[src/rtl/wb_serial_tx_pkg.sv]
// Shared definitions for the Wishbone serial transmitter:
// register offsets, STATUS field positions, FSM encoding and a STATUS packer.
package wb_serial_tx_pkg;

   // Register offsets selected by adr_i[1:0]
   localparam logic [1:0] REG_DATA   = 2'd0;
   localparam logic [1:0] REG_STATUS = 2'd1;
   localparam logic [1:0] REG_RSVD2  = 2'd2;
   localparam logic [1:0] REG_RSVD3  = 2'd3;

   // STATUS word layout: {22'b0, count[7:0], idle, full}
   localparam int STAT_FULL_BIT  = 0;
   localparam int STAT_IDLE_BIT  = 1;
   localparam int STAT_COUNT_LSB = 2;
   localparam int STAT_COUNT_W   = 8;

   // Transmitter states
   typedef enum logic [1:0] {
      TX_IDLE  = 2'd0,
      TX_START = 2'd1,
      TX_DATA  = 2'd2,
      TX_STOP  = 2'd3
   } tx_state_e;

   // Assemble the STATUS read word from its fields
   function automatic logic [31:0] pack_status(input logic [7:0] count,
                                               input logic       idle,
                                               input logic       full);
      logic [31:0] word;
      word = '0;
      word[STAT_COUNT_LSB +: STAT_COUNT_W] = count;
      word[STAT_IDLE_BIT]                  = idle;
      word[STAT_FULL_BIT]                  = full;
      return word;
   endfunction

endpackage

[src/rtl/wb_serial_tx_if.sv]
// Wishbone-style data bus bundle between the core (master) and the
// serial transmitter (slave).
interface wb_serial_tx_if;
   logic [31:0] adr_i;
   logic [31:0] dat_i;
   logic [31:0] dat_o;
   logic        wen_i;
   logic [3:0]  sel_i;
   logic        stb_i;
   logic        cyc_i;
   logic        ack_o;
   logic        err_o;
   logic        rty_o;

   modport master (
      output adr_i, dat_i, wen_i, sel_i, stb_i, cyc_i,
      input  dat_o, ack_o, err_o, rty_o
   );

   modport slave (
      input  adr_i, dat_i, wen_i, sel_i, stb_i, cyc_i,
      output dat_o, ack_o, err_o, rty_o
   );
endinterface

[src/rtl/wb_serial_tx_fifo.sv]
// Circular-buffer FIFO feeding the serial shifter. Head is presented
// combinationally on dout; count is one bit wider than the pointers so
// full and empty are distinguishable.
module tx_fifo #(
   parameter int AW = 4,
   parameter int W  = 8
) (
   input  logic         clk,
   input  logic         reset,
   input  logic         push,
   input  logic         pop,
   input  logic [W-1:0] din,
   output logic [W-1:0] dout,
   output logic [AW:0]  count,
   output logic         full,
   output logic         empty
);

   localparam int            DEPTH   = 1 << AW;
   localparam logic [AW-1:0] PTR_ONE = 1;
   localparam logic [AW:0]   CNT_ONE = 1;
   localparam logic [AW:0]   CNT_MAX = (AW+1)'(DEPTH);

   logic [W-1:0]  mem_q [DEPTH];
   logic [AW-1:0] wr_ptr_q, wr_ptr_d;
   logic [AW-1:0] rd_ptr_q, rd_ptr_d;
   logic [AW:0]   count_q, count_d;
   logic          do_push, do_pop;

   assign full  = (count_q == CNT_MAX);
   assign empty = (count_q == '0);
   assign count = count_q;
   assign dout  = mem_q[rd_ptr_q];

   // Pointer and occupancy bookkeeping; pointers wrap naturally at AW bits
   always_comb begin
      do_push  = push & ~full;
      do_pop   = pop & ~empty;
      wr_ptr_d = wr_ptr_q;
      rd_ptr_d = rd_ptr_q;
      count_d  = count_q;
      if (do_push) wr_ptr_d = wr_ptr_q + PTR_ONE;
      if (do_pop)  rd_ptr_d = rd_ptr_q + PTR_ONE;
      unique case ({do_push, do_pop})
         2'b10:   count_d = count_q + CNT_ONE;
         2'b01:   count_d = count_q - CNT_ONE;
         default: count_d = count_q;
      endcase
   end

   // Pointer/count registers; reset empties the buffer logically
   always_ff @(posedge clk) begin
      if (reset) begin
         wr_ptr_q <= '0;
         rd_ptr_q <= '0;
         count_q  <= '0;
      end else begin
         wr_ptr_q <= wr_ptr_d;
         rd_ptr_q <= rd_ptr_d;
         count_q  <= count_d;
      end
   end

   // Storage array; contents need no reset because count gates visibility
   always_ff @(posedge clk) begin
      if (do_push) mem_q[wr_ptr_q] <= din;
   end

endmodule

[src/rtl/wb_serial_tx.sv]
// Memory-mapped 8N1 serial transmitter. A Wishbone-style slave accepts
// DATA writes into a FIFO (stalling the core while full) and serves a
// STATUS word; a bit-timed shifter drains the FIFO onto txd.
module wb_serial_tx
   import wb_serial_tx_pkg::*;
#(
   parameter logic [31:0] BASE    = 32'h0000_0100,
   parameter int          CLKDIV  = 434,
   parameter int          FIFO_AW = 4
) (
   input  logic            clk,
   input  logic            reset,
   wb_serial_tx_if.slave   bus,
   output logic            txd,
   output logic            idle
);

   localparam logic [29:0] BASE_WORD    = BASE[31:2];
   localparam logic [15:0] TIMER_RELOAD = 16'(CLKDIV - 1);

   // FIFO connections
   logic               push, pop;
   logic [7:0]         fifo_dout;
   logic [FIFO_AW:0]   fifo_count;
   logic               fifo_full, fifo_empty;

   // Bus slave state
   logic               ack_q, ack_d;
   logic               err_q, err_d;
   logic [31:0]        dat_o_q, dat_o_d;
   logic               hit, accept, data_wr, mapped;
   logic [1:0]         offset;

   // Shifter state
   tx_state_e          state_q, state_d;
   logic [15:0]        timer_q, timer_d;
   logic [7:0]         shift_q, shift_d;
   logic [2:0]         bit_idx_q, bit_idx_d;
   logic               txd_q, txd_d;
   logic               idle_q, idle_d;
   logic               timer_zero;

   logic               unused_bits;
   assign unused_bits = ^{bus.sel_i, bus.dat_i[31:8]};

   tx_fifo #(.AW(FIFO_AW), .W(8)) u_fifo (
      .clk   (clk),
      .reset (reset),
      .push  (push),
      .pop   (pop),
      .din   (bus.dat_i[7:0]),
      .dout  (fifo_dout),
      .count (fifo_count),
      .full  (fifo_full),
      .empty (fifo_empty)
   );

   assign bus.ack_o = ack_q;
   assign bus.err_o = err_q;
   assign bus.dat_o = dat_o_q;
   assign bus.rty_o = 1'b0;
   assign txd       = txd_q;
   assign idle      = idle_q;
   assign timer_zero = (timer_q == '0);

   // Bus decode: accept a hit only when no pulse is outstanding and it is
   // not a DATA write into a full FIFO, which waits for space instead
   always_comb begin
      offset  = bus.adr_i[1:0];
      hit     = bus.stb_i & bus.cyc_i & (bus.adr_i[31:2] == BASE_WORD);
      data_wr = bus.wen_i & (offset == REG_DATA);
      mapped  = (offset == REG_DATA) | (offset == REG_STATUS);
      accept  = hit & ~ack_q & ~err_q & ~(data_wr & fifo_full);
      ack_d   = accept & mapped;
      err_d   = accept & ~mapped;
      push    = accept & data_wr;
      dat_o_d = '0;
      if (accept & ~bus.wen_i & (offset == REG_STATUS))
         dat_o_d = pack_status(8'(fifo_count), idle_q, fifo_full);
   end

   // Transmitter next-state logic
   always_comb begin
      state_d = state_q;
      unique case (state_q)
         TX_IDLE:  if (!fifo_empty) state_d = TX_START;
         TX_START: if (timer_zero) state_d = TX_DATA;
         TX_DATA:  if (timer_zero && (bit_idx_q == 3'd7)) state_d = TX_STOP;
         TX_STOP:  if (timer_zero) state_d = TX_IDLE;
         default:  state_d = TX_IDLE;
      endcase
   end

   // Transmitter datapath: bit timer, shift register, line level and pop
   always_comb begin
      timer_d   = timer_q;
      shift_d   = shift_q;
      bit_idx_d = bit_idx_q;
      txd_d     = txd_q;
      pop       = 1'b0;
      unique case (state_q)
         TX_IDLE: begin
            txd_d = 1'b1;
            if (!fifo_empty) begin
               pop     = 1'b1;
               shift_d = fifo_dout;
               txd_d   = 1'b0;
               timer_d = TIMER_RELOAD;
            end
         end
         TX_START: begin
            if (timer_zero) begin
               txd_d     = shift_q[0];
               timer_d   = TIMER_RELOAD;
               bit_idx_d = 3'd0;
            end else begin
               timer_d = timer_q - 16'd1;
            end
         end
         TX_DATA: begin
            if (timer_zero) begin
               timer_d = TIMER_RELOAD;
               shift_d = shift_q >> 1;
               if (bit_idx_q == 3'd7) begin
                  txd_d = 1'b1;
               end else begin
                  txd_d     = shift_q[1];
                  bit_idx_d = bit_idx_q + 3'd1;
               end
            end else begin
               timer_d = timer_q - 16'd1;
            end
         end
         TX_STOP: begin
            if (!timer_zero) timer_d = timer_q - 16'd1;
         end
         default: begin
            txd_d = 1'b1;
         end
      endcase
      idle_d = fifo_empty & (state_q == TX_IDLE);
   end

   // All registers; reset aborts any frame and returns the line high
   always_ff @(posedge clk) begin
      if (reset) begin
         ack_q     <= 1'b0;
         err_q     <= 1'b0;
         dat_o_q   <= '0;
         state_q   <= TX_IDLE;
         timer_q   <= '0;
         shift_q   <= '0;
         bit_idx_q <= '0;
         txd_q     <= 1'b1;
         idle_q    <= 1'b1;
      end else begin
         ack_q     <= ack_d;
         err_q     <= err_d;
         dat_o_q   <= dat_o_d;
         state_q   <= state_d;
         timer_q   <= timer_d;
         shift_q   <= shift_d;
         bit_idx_q <= bit_idx_d;
         txd_q     <= txd_d;
         idle_q    <= idle_d;
      end
   end

endmodule

[src/flat_wrapper.sv]
// flat-port wrapper written by rule: the top's interface ports become plain ports
module wb_serial_tx_flat import wb_serial_tx_pkg::*;
#(
   parameter logic [31:0] BASE    = 32'h0000_0100,
   parameter int          CLKDIV  = 434,
   parameter int          FIFO_AW = 4
)
  (clk, reset, txd, idle, bus_adr_i, bus_dat_i, bus_wen_i, bus_sel_i, bus_stb_i, bus_cyc_i, bus_dat_o, bus_ack_o, bus_err_o, bus_rty_o);
  wb_serial_tx_if bus_i ();
  input  logic clk;
  input  logic reset;
  output logic txd;
  output logic idle;
  input wire logic [$bits(bus_i.adr_i)-1:0] bus_adr_i;
  input wire logic [$bits(bus_i.dat_i)-1:0] bus_dat_i;
  input wire logic [$bits(bus_i.wen_i)-1:0] bus_wen_i;
  input wire logic [$bits(bus_i.sel_i)-1:0] bus_sel_i;
  input wire logic [$bits(bus_i.stb_i)-1:0] bus_stb_i;
  input wire logic [$bits(bus_i.cyc_i)-1:0] bus_cyc_i;
  output wire logic [$bits(bus_i.dat_o)-1:0] bus_dat_o;
  output wire logic [$bits(bus_i.ack_o)-1:0] bus_ack_o;
  output wire logic [$bits(bus_i.err_o)-1:0] bus_err_o;
  output wire logic [$bits(bus_i.rty_o)-1:0] bus_rty_o;
  assign bus_i.adr_i = bus_adr_i;
  assign bus_i.dat_i = bus_dat_i;
  assign bus_i.wen_i = bus_wen_i;
  assign bus_i.sel_i = bus_sel_i;
  assign bus_i.stb_i = bus_stb_i;
  assign bus_i.cyc_i = bus_cyc_i;
  assign bus_dat_o = bus_i.dat_o;
  assign bus_ack_o = bus_i.ack_o;
  assign bus_err_o = bus_i.err_o;
  assign bus_rty_o = bus_i.rty_o;
  wb_serial_tx #(.BASE(BASE), .CLKDIV(CLKDIV), .FIFO_AW(FIFO_AW)) u_core (.clk(clk), .reset(reset), .bus(bus_i), .txd(txd), .idle(idle));
endmodule
[config.mk]
export PLATFORM = sky130hd
export DESIGN_NAME = wb_serial_tx_flat
export DESIGN_NICKNAME = d
export VERILOG_FILES = /design/src/rtl/wb_serial_tx_pkg.sv /design/src/rtl/wb_serial_tx_if.sv /design/src/rtl/wb_serial_tx_fifo.sv /design/src/rtl/wb_serial_tx.sv /design/src/flat_wrapper.sv
export SDC_FILE = /design/constraint.sdc
export NUM_CORES = 1
export LEC_CHECK = 0
export BUFFER_PORTS_ARGS = -buffer_cell sky130_fd_sc_hd__buf_2
export CAP_MARGIN = 20
export CORE_UTILIZATION = 40
export CTS_CLUSTER_SIZE = 8
export DETAILED_ROUTE_END_ITERATION = 16
export SLEW_MARGIN = 10
export SYNTH_ARGS = -nofsm -noshare
export SYNTH_HDL_FRONTEND = slang
export SYNTH_HIERARCHICAL = 1
export SYNTH_SLANG_ARGS = --single-unit
export TNS_END_PERCENT = 50
[constraint.sdc]
create_clock -name clk -period 8.1 [get_ports clk]
set_input_delay 0.405 -clock clk [delete_from_list [all_inputs] [get_ports clk]]
set_output_delay 0.405 -clock clk [all_outputs]
set_load 0.02 [all_outputs]
==> results of run 1 <==
[cell usage in the layout, fill, tap and decap left out, drive strengths merged, types with 4 or more instances in the layout]
cell type / n
a21oi: 13
edfxtp: 128
clkbuf: 17
nand3: 9
nand4: 6
nand2: 26
nand3b: 4
inv: 22
a22oi: 16
o21a: 4
nor2b: 6
conb: 26
a211oi: 5
dfxtp: 57
ha: 17
buf: 60
or4: 7
nor4: 23
nand2b: 5
nor3: 19
clkinv: 5
o21ai: 10
and2: 11
nor2: 71
mux2i: 4
and3: 5
xor2: 10
mux4: 32
xnor2: 6
[kinds of logic after synthesis]
kind of cell    share of synthesized area [%]
compound gates                          6.543
xor+xnor                                1.720
fa+ha+maj                               2.611
buf+inv                                 4.592
flops                                   61.19
mux                                     9.338
other cells                           0.04603
simple gates                            13.96
[final cells by class]
type	instances	share of cell area, %
flip-flops and latches	185	54.55
clock inverters	15	1.738
clock buffers	17	4.653
repair buffers	60	3.421
multi-input cells	375	31.52
inverters	12	0.4927
well taps	265	3.627
[critical path, cell delays in order (launching register included)]
cell,delay [ps]
dfxtp_1,550
or4_4,290
nor2_1,70
nor4bb_1,130
or4_4,440
nor3_1,160
and3_1,330
o21a_4,210
inv_1,50
ha_1,330
xor2_1,200
ha_1,250
o31ai_1,350
o22ai_1,140
nand4bb_1,210
[power by group through the flow]
stage                     sequential [mW]  combinational [mW]  clock (mW)
after floorplan                      1.11               0.370           0
after detailed placement             1.12               0.451           0
after CTS                            1.10               0.457       0.835
final                                1.10               0.458       0.815
after global routing                 1.11               0.514       0.871
after global placement               1.12               0.444           0
[routing by layer]
metal  global-route usage [%]  part of all wire [%]  wire length [um]
met1                    21.59                    45              7456
met5                        0                     0                 0
met3                    4.080                   3.2               540
met2                    28.97                    51              8413
met4                    6.150                   1.3               223
[flip-flops by register name, indices dropped and copies added, names as in the netlist, 3 cells and up, named ones only]
name / flops
u_core/shift_q: 8
u_core/u_fifo/rd_ptr_q: 4
u_core/bit_idx_q: 3
u_core/bus.dat_o: 7
u_core/u_fifo/wr_ptr_q: 4
u_core/u_fifo/count: 5
u_core/timer_q: 16
u_core/u_fifo/mem_q: 128
[stage by stage]
stage	worst slack, ps	power, mW
after global placement	4323	1.563
final	4255	2.375
after floorplan	4619	1.480
after detailed placement	4194	1.574
after global routing	3975	2.495
after CTS	4248	2.393
[final timing paths]
check | start | end | slack, ps | cells past startpoint
max | u_core/u_fifo/count[2]$_SDFFE_PP0P_ | u_core/u_fifo/count[4]$_SDFFE_PP0P_ | 4250 | 14
min | bus_adr_i[1] | u_core/bus.ack_o$_SDFF_PP0_ | 190 | 2
max reg2reg | u_core/u_fifo/count[2]$_SDFFE_PP0P_ | u_core/u_fifo/count[4]$_SDFFE_PP0P_ | 4250 | 14
min reg2reg | u_core/idle$_SDFF_PP1_ | u_core/bus.dat_o[1]$_SDFF_PP0_ | 460 | 1
==> impl_metrics.csv, run 1 <==
group,metric,value,unit
placed_design,dp_hpwl,10740,um
grt,grt_max_degree,40,
pwr,p_comb_share,19.3,%
sta,tns,0,ps
grt,grt_pass1_vias,4937,
sta,max-slew-margin-rel,37.67,%
floorplanning,top_level_ports,110,
sta,finalHoldViolations,0,
placed_design,gp_congestion,0.8549,
floorplanning,die_h,144.7,um
finish,syn_to_final_growth,12.23,%
yosys,ys.warnings.count,6,
clock_tree,clk_latency,450,ps
sta,post-route-min-period,3845,ps
finish,insertedDiodeCount,0,
finish,layout-drive-gt1-share,21.69,%
setup_path,crit_fanout,13,
clock_tree,root_buffer,"clkbuf_16",
route,wire_per_inst,17.90,um
finish,num-fill-cells,1730,
yosys,synth_common_cells,"edfxtp_1, nor2_1, dfxtp_1",
grt,antenna_found_initial,0,
clock_tree,postCtsHoldBufs,0,
pwr,p_clk_share,34.3,%
route,routed_via_density,5.329,
pwr,power.internal,1.627,mW
yosys,synth_area_leader_cell,"edfxtp_1",
route,wl,16630,um
setup_path,cp-end-kind,"flip-flop",
hold_path,hold_path_class,"input pin to flip-flop",
sta,hold_slack,186.9,ps
pwr,powerDensity,259.8,mW/mm^2
grt,grtUsageTotal,17.20,%
clock_tree,post-cts-setup-buffer-count,0,
clock_tree,cts_buffer_depth,2,
finish,final_nets,741,
route,ant_nets,0,
yosys,synth_top_area_share,47.18,%
setup_path,critPathKind,"flip-flop to flip-flop",
clock_tree,cts_tree,"built",
clock_tree,cts_buffers,17,
finish,multi_input_area,0.002882,mm^2
setup_path,start_kind,"flip-flop",
floorplanning,fp.coreArea,0.01972,mm^2
route,drt_first_pass_iters,5,
route,drc_errors,0,
yosys,synth_ff_type,"edfxtp_1",
clock_tree,cts_resized,0,
setup_path,crit_required,8410,ps
sta,timing.fmax,260.1,MHz
route,via_count,4951,
yosys,yosysUniqueCellTypes,71,
sta,fin_skew,17.57,ps
yosys,ys_top_cells_by_area,"edfxtp_1, dfxtp_1, mux4_2",
status,status,"completed",
floorplanning,fp.dieW,144.7,um
placed_design,placed_area,0.008558,mm^2
yosys,synth_edf_count,128,
floorplanning,floorplan.rows,51,
placed_design,place.port_buffers,55,
pwr,irDropWorstVdd,0.0001542,V
yosys,ys_async_sr_fraction,0,%
yosys,synth.most_common_cell,"edfxtp_1",
finish,ff_latch_area,0.004987,mm^2
pwr,seqPwrFrac,46.4,%
pwr,p_leak,3.241,nW
route,dr.first_iter.drc_count,326,
yosys,ys_seq_area_share,61.19,%
sta,slew_violations,0,
floorplanning,start_util,41.32,%
grt,grt_pass1_wl,26210,um
yosys,synth.avg_cell_area,13.53,um^2
floorplanning,dieArea,0.02094,mm^2
sta,post-route-period-util,47.47,%
job,drv_cap,0,
placed_design,dpl.cell_count,897,
grt,grt_overflow,0,
sta,worst_pin_slew,932.9,ps
sta,setup_viol,0,
yosys,syn-instance-count,602,
finish,design_area,0.009143,mm^2
setup_path,worstPathArrival,4160,ps
yosys,syn_area,0.008147,mm^2
clock_tree,clk_pin_slew_worst_paths,70,ps
clock_tree,htreeDepth,4,
yosys,synth-seq-cells,185,
sta,rsz0062_at_grt,"no",
finish,fin_util,46.37,%
pwr,swShare,31.51,%
pwr,p_sw,0.7484,mW
clock_tree,cts.sinks,185,
finish,stdcell_count,929,
Note: power is estimated with default switching activity, not from simulation.
==> inputs of run 2 (changes only) <==
clock period = 4 ns   (was 8.1 ns; I/O delays follow)
==> run 2 against run 1 <==
  * Critical path depth increased by 1
  * First-iteration DRC count rose by 10%
  * Clock skew is 6.0 ps lower
  * Global-route usage is 0.19 points lower
  * Power is 100% higher
  * Clock power rose by 95%
  * Routed wire length down 1.4%
  * Flip-flop and latch count unchanged
  * Die area did not move
  * Setup slack worse by 3900 ps
  * Sequential share of layout area fell by 0.41 points
  * Non-clock buffer count up 12
  * Largest power group unchanged
  * Highest routed layer unchanged
==> impl_metrics.csv, run 2 (same netlist as run 1, synthesis figures left out) <==
group,metric,value,unit
route,dr.first_iter.drc_count,359,
route,routed_via_density,5.266,
finish,largest_reg_flops,128,
placed_design,dp_hpwl,10850,um
grt,grt_pass1_vias,4925,
floorplanning,start_util,41.32,%
sta,max-slew-margin-rel,40.35,%
setup_path,worstPathArrival,4000,ps
finish,final_nets,753,
finish,largest_registers,"u_core/u_fifo/mem_q x128, u_core/timer_q x16, u_core/shift_q x8",
setup_path,cp_slowest_stage_delay,610,ps
sta,post-route-period-util,92.36,%
clock_tree,post-cts-setup-buffer-count,0,
setup_path,cp_slowest_cell,"or4_4",
floorplanning,dieArea,0.02094,mm^2
clock_tree,cts.sinks,185,
clock_tree,cts_tree,"built",
clock_tree,cts_buffer_depth,2,
grt,grt_max_degree,40,
grt,grt_overflow,0,
clock_tree,htreeDepth,4,
sta,hold_slack,162.8,ps
pwr,p_leak,3.283,nW
grt,grt_pass1_wl,26170,um
clock_tree,clk_pin_slew_worst_paths,80,ps
pwr,powerDensity,515.5,mW/mm^2
floorplanning,die_h,144.7,um
route,ant_nets,0,
sta,tns,0,ps
grt,antenna_found_initial,0,
floorplanning,fp.dieW,144.7,um
finish,layout_common_cells,"edfxtp_1, nor2_1, buf_2, dfxtp_1, mux4_2",
route,drc_errors,0,
floorplanning,fp.coreArea,0.01972,mm^2
finish,layout_commonest_cell,"edfxtp_1",
finish,regMostFlops,"u_core/u_fifo/mem_q",
route,wire_per_inst,17.45,um
setup_path,start_kind,"flip-flop",
placed_design,place.port_buffers,55,
finish,insertedDiodeCount,0,
setup_path,crit_required,4310,ps
route,drt_first_pass_iters,5,
finish,layout-drive-gt1-share,23.26,%
hold_path,hold_path_class,"input pin to flip-flop",
job,drv_cap,0,
route,wl,16400,um
placed_design,gp_congestion,0.8541,
sta,worst_pin_slew,894.8,ps
finish,design_area,0.009213,mm^2
status,status,"completed",
placed_design,placed_area,0.008641,mm^2
clock_tree,cts_buffers,17,
setup_path,worstPathCellList,"or4_4 > nor2_1 > nor4bb_1 > or4_4 > nor3_1 > and3_1 > o21a_4 > inv_1 > ha_2 > xor2_1 > ha_1 > nand2_1 > o21ai_0 > nor3_1 > nand4bb_1",
clock_tree,clk_latency,430,ps
clock_tree,root_buffer,"clkbuf_16",
sta,post-route-min-period,3694,ps
pwr,irDropWorstVdd,0.0003282,V
sta,fin_skew,11.55,ps
setup_path,critPathKind,"flip-flop to flip-flop",
setup_path,crit_fanout,13,
route,via_count,4950,
sta,slew_violations,0,
floorplanning,top_level_ports,110,
finish,num-fill-cells,1739,
sta,setup_viol,0,
floorplanning,floorplan.rows,51,
sta,timing.fmax,270.7,MHz
sta,rsz0062_at_grt,"no",
setup_path,cp-end-kind,"flip-flop",
grt,grtUsageTotal,17.01,%
setup_path,worst-r2r-setup-slack,310,ps
finish,syn_to_final_growth,13.09,%
sta,finalHoldViolations,0,
## run 2: routing by layer
layer | GRT usage [%] | routed length (um) | vias up
met5 | 0 | 0 | -
met4 | 6.759 | 279 | 0
met3 | 3.389 | 718 | 23
met2 | 28.82 | 8300 | 107
met1 | 21.37 | 7105 | 2461
li1 | - | - | 2359
## run 2: final timing paths
| path | start | end | cells after the start |
|---|---|---|---|
| setup reg to reg | u_core/u_fifo/count[2]$_SDFFE_PP0P_ | u_core/u_fifo/count[4]$_SDFFE_PP0P_ | 15 |
| hold reg to reg | u_core/idle$_SDFF_PP1_ | u_core/bus.dat_o[1]$_SDFF_PP0_ | 1 |
| hold / removal | bus_dat_i[4] | u_core/u_fifo/mem_q[14][4]$_DFFE_PP_ | 1 |
| setup / recovery | u_core/u_fifo/count[2]$_SDFFE_PP0P_ | u_core/u_fifo/count[4]$_SDFFE_PP0P_ | 15 |
## run 2: final cells by class
class                      instances  area, um^2  area share (%)
clock buffer                      17       425.4           4.618
clock inverter                    14       133.9           1.453
inverter                          12       45.04          0.4889
multi-input combinational        375        2884           31.31
sequential                       185        4987           54.14
tap                              265       331.6           3.599
timing repair buffer              72       405.4           4.400
## run 2: timing repair
| action | CTS | global route |
|---|---|---|
| resized for setup | 0 | 1 |
| hold endpoints to repair | 1 | 0 |
| hold buffers | 1 | 0 |
| setup endpoints to repair | 0 | 1 |
## run 2: where the power goes
part,total [mW],switching (mW),internal (mW)
logic,0.925,0.601,0.324
clock network,1.59,0.773,0.819
registers,2.23,0.102,2.13
total,4.75,1.48,3.27
## run 2: worst max-delay path: cells and delay by family (launching register included)
kind / cells / cell delay (ps)
buffers and inverters: 1 / 60
AND/OR/NAND/NOR: 9 / 1870
XOR/XNOR: 1 / 180
flip-flops: 1 / 420
AO/OA/AOI/OAI: 2 / 470
adder cells (fa/ha/maj): 2 / 550
## run 2: metrics by stage
stage	util (%)	setup slack, ps	power (mW)	cells
after floorplan	-	554.9	2.998	627
after global placement	43.82	405.8	3.163	908
after detailed placement	43.82	201.2	3.188	908
after CTS	46.71	185.8	4.779	940
after global routing	46.72	79.73	4.986	940
final	46.72	305.6	4.749	940
==> inputs of run 3 (changes only) <==
BUFFER_PORTS_ARGS = -buffer_cell sky130_fd_sc_hd__buf_4   (was -buffer_cell sky130_fd_sc_hd__buf_2)
CORE_UTILIZATION = 44   (was 40)
==> run 3 against run 2 <==
  * Register-to-register slack better by 60 ps
  * Fmax grew 1.6%
  * Setup slack better by 57 ps
  * Critical path depth unchanged
  * Critical path type unchanged
  * Critical endpoint unchanged
  * Highest routed layer unchanged
==> impl_metrics.csv, run 3 (same netlist as run 1, synthesis figures left out) <==
group,metric,value,unit
finish,largest_registers,"u_core/u_fifo/mem_q x128, u_core/timer_q x16, u_core/shift_q x8",
grt,grt_pass1_wl,26340,um
finish,largest_reg_flops,128,
clock_tree,cts_buffer_depth,2,
placed_design,dp_hpwl,11020,um
grt,grtUsageTotal,18.06,%
clock_tree,cts.sinks,185,
sta,max-slew-margin-rel,35.87,%
floorplanning,fp.dieW,138.1,um
finish,layout_commonest_cell,"edfxtp_1",
finish,num-fill-cells,1547,
pwr,total_power,4.864,mW
sta,finalHoldViolations,0,
finish,multi_input_area,0.002884,mm^2
setup_path,cp-end-kind,"flip-flop",
setup_path,crit_required,4300,ps
finish,layout-drive-gt1-share,23.19,%
route,wire_per_inst,18.25,um
clock_tree,clk_pin_slew_worst_paths,70,ps
floorplanning,start_util,45.20,%
sta,setup_viol,0,
grt,grt_pass1_vias,5017,
floorplanning,fp.coreArea,0.01802,mm^2
clock_tree,root_buffer,"clkbuf_16",
setup_path,worst-r2r-setup-slack,360,ps
clock_tree,post-cts-setup-buffer-count,0,
route,drc_errors,0,
setup_path,start_kind,"flip-flop",
setup_path,worstPathArrival,3940,ps
finish,design_area,0.009341,mm^2
floorplanning,top_level_ports,110,
clock_tree,clk_latency,430,ps
route,routed_via_density,5.502,
sta,timing.fmax,274.9,MHz
sta,slew_violations,0,
route,via_count,4985,
clock_tree,cts_buffers,17,
grt,grt_overflow,0,
clock_tree,cts_tree,"built",
placed_design,place.port_buffers,55,
finish,syn_to_final_growth,14.67,%
route,dr.first_iter.drc_count,364,
placed_design,gp_congestion,0.8021,
sta,hold_slack,94.91,ps
finish,insertedDiodeCount,0,
finish,layout_common_cells,"edfxtp_1, buf_4, nor2_1",
sta,fin_skew,10.37,ps
route,ant_nets,0,
status,status,"completed",
sta,rsz0062_at_grt,"no",
floorplanning,die_h,138.1,um
finish,regMostFlops,"u_core/u_fifo/mem_q",
floorplanning,floorplan.rows,49,
sta,worst_pin_slew,959.9,ps
grt,antenna_found_initial,0,
route,wl,16540,um
sta,post-route-period-util,90.93,%
finish,ff_latch_area,0.004987,mm^2
placed_design,placed_area,0.008741,mm^2
sta,post-route-min-period,3637,ps
pwr,irDropWorstVdd,0.0005359,V
sta,tns,0,ps
route,drt_first_pass_iters,5,
hold_path,hold_path_class,"input pin to flip-flop",
finish,final_nets,754,
clock_tree,htreeDepth,4,
setup_path,crit_fanout,13,
grt,grt_max_degree,40,
floorplanning,dieArea,0.01906,mm^2
pwr,p_leak,3.348,nW
setup_path,critPathKind,"flip-flop to flip-flop",
job,drv_cap,0,
pwr,powerDensity,520.6,mW/mm^2
## run 3: path summary, 6_finish.rpt
kind	cells past startpoint	endpoint	start
hold / removal	1	u_core/u_fifo/mem_q[4][5]$_DFFE_PP_	bus_dat_i[5]
hold reg to reg	2	u_core/shift_q[7]$_SDFFE_PP0P_	u_core/shift_q[7]$_SDFFE_PP0P_
setup reg to reg	15	u_core/u_fifo/count[4]$_SDFFE_PP0P_	u_core/u_fifo/count[2]$_SDFFE_PP0P_
setup / recovery	15	u_core/u_fifo/count[4]$_SDFFE_PP0P_	u_core/u_fifo/count[2]$_SDFFE_PP0P_
## run 3: per-stage QoR
step	setup slack, ps	utilization [%]	instances
after floorplan	554.9	-	627
after global placement	414.1	48.49	873
after detailed placement	288.3	48.49	873
after CTS	277.1	51.81	906
after global routing	90.85	51.83	906
final	362.7	51.83	906
## run 3: power breakdown
group          switching (mW)  leakage, nW  internal [mW]
sequential              0.102         1.61           2.13
clock                   0.773        0.286          0.885
combinational           0.636         1.45          0.338
total                    1.51         3.35           3.35
## run 3: worst max-delay path: stages (launching register included)
cell and delay, ps:
dfxtp_1 420, or4_4 610, nor2_1 140, nor4bb_1 240, or4_4 190, nor3_1 40
and3_1 250, o21a_4 170, inv_1 60, ha_2 300, xor2_1 180, ha_1 230
nand2_1 60, o21ai_0 290, nor3_1 100, nand4bb_1 200
## run 3: final cells by class
| class | count | area share, % |
|---|---|---|
| sequential | 185 | 53.39 |
| clock buffer | 17 | 4.554 |
| multi-input combinational | 375 | 30.87 |
| timing repair buffer | 73 | 5.893 |
| tap | 229 | 3.067 |
| clock inverter | 15 | 1.741 |
| inverter | 12 | 0.4822 |
## run 3: timing repair
action	CTS	global route
hold endpoints to repair	2	0
gates resized for setup	0	1
hold buffers	1	0
endpoints found under the setup margin	0	1
## run 3: routing by layer
| layer | track usage [%] | up-vias | routed length (um) |
|---|---|---|---|
| met5 | 0 | - | 0 |
| li1 | - | 2360 | - |
| met1 | 22.74 | 2439 | 7229 |
| met4 | 5.263 | 0 | 195 |
| met2 | 30.87 | 170 | 8227 |
| met3 | 4.399 | 16 | 884 |
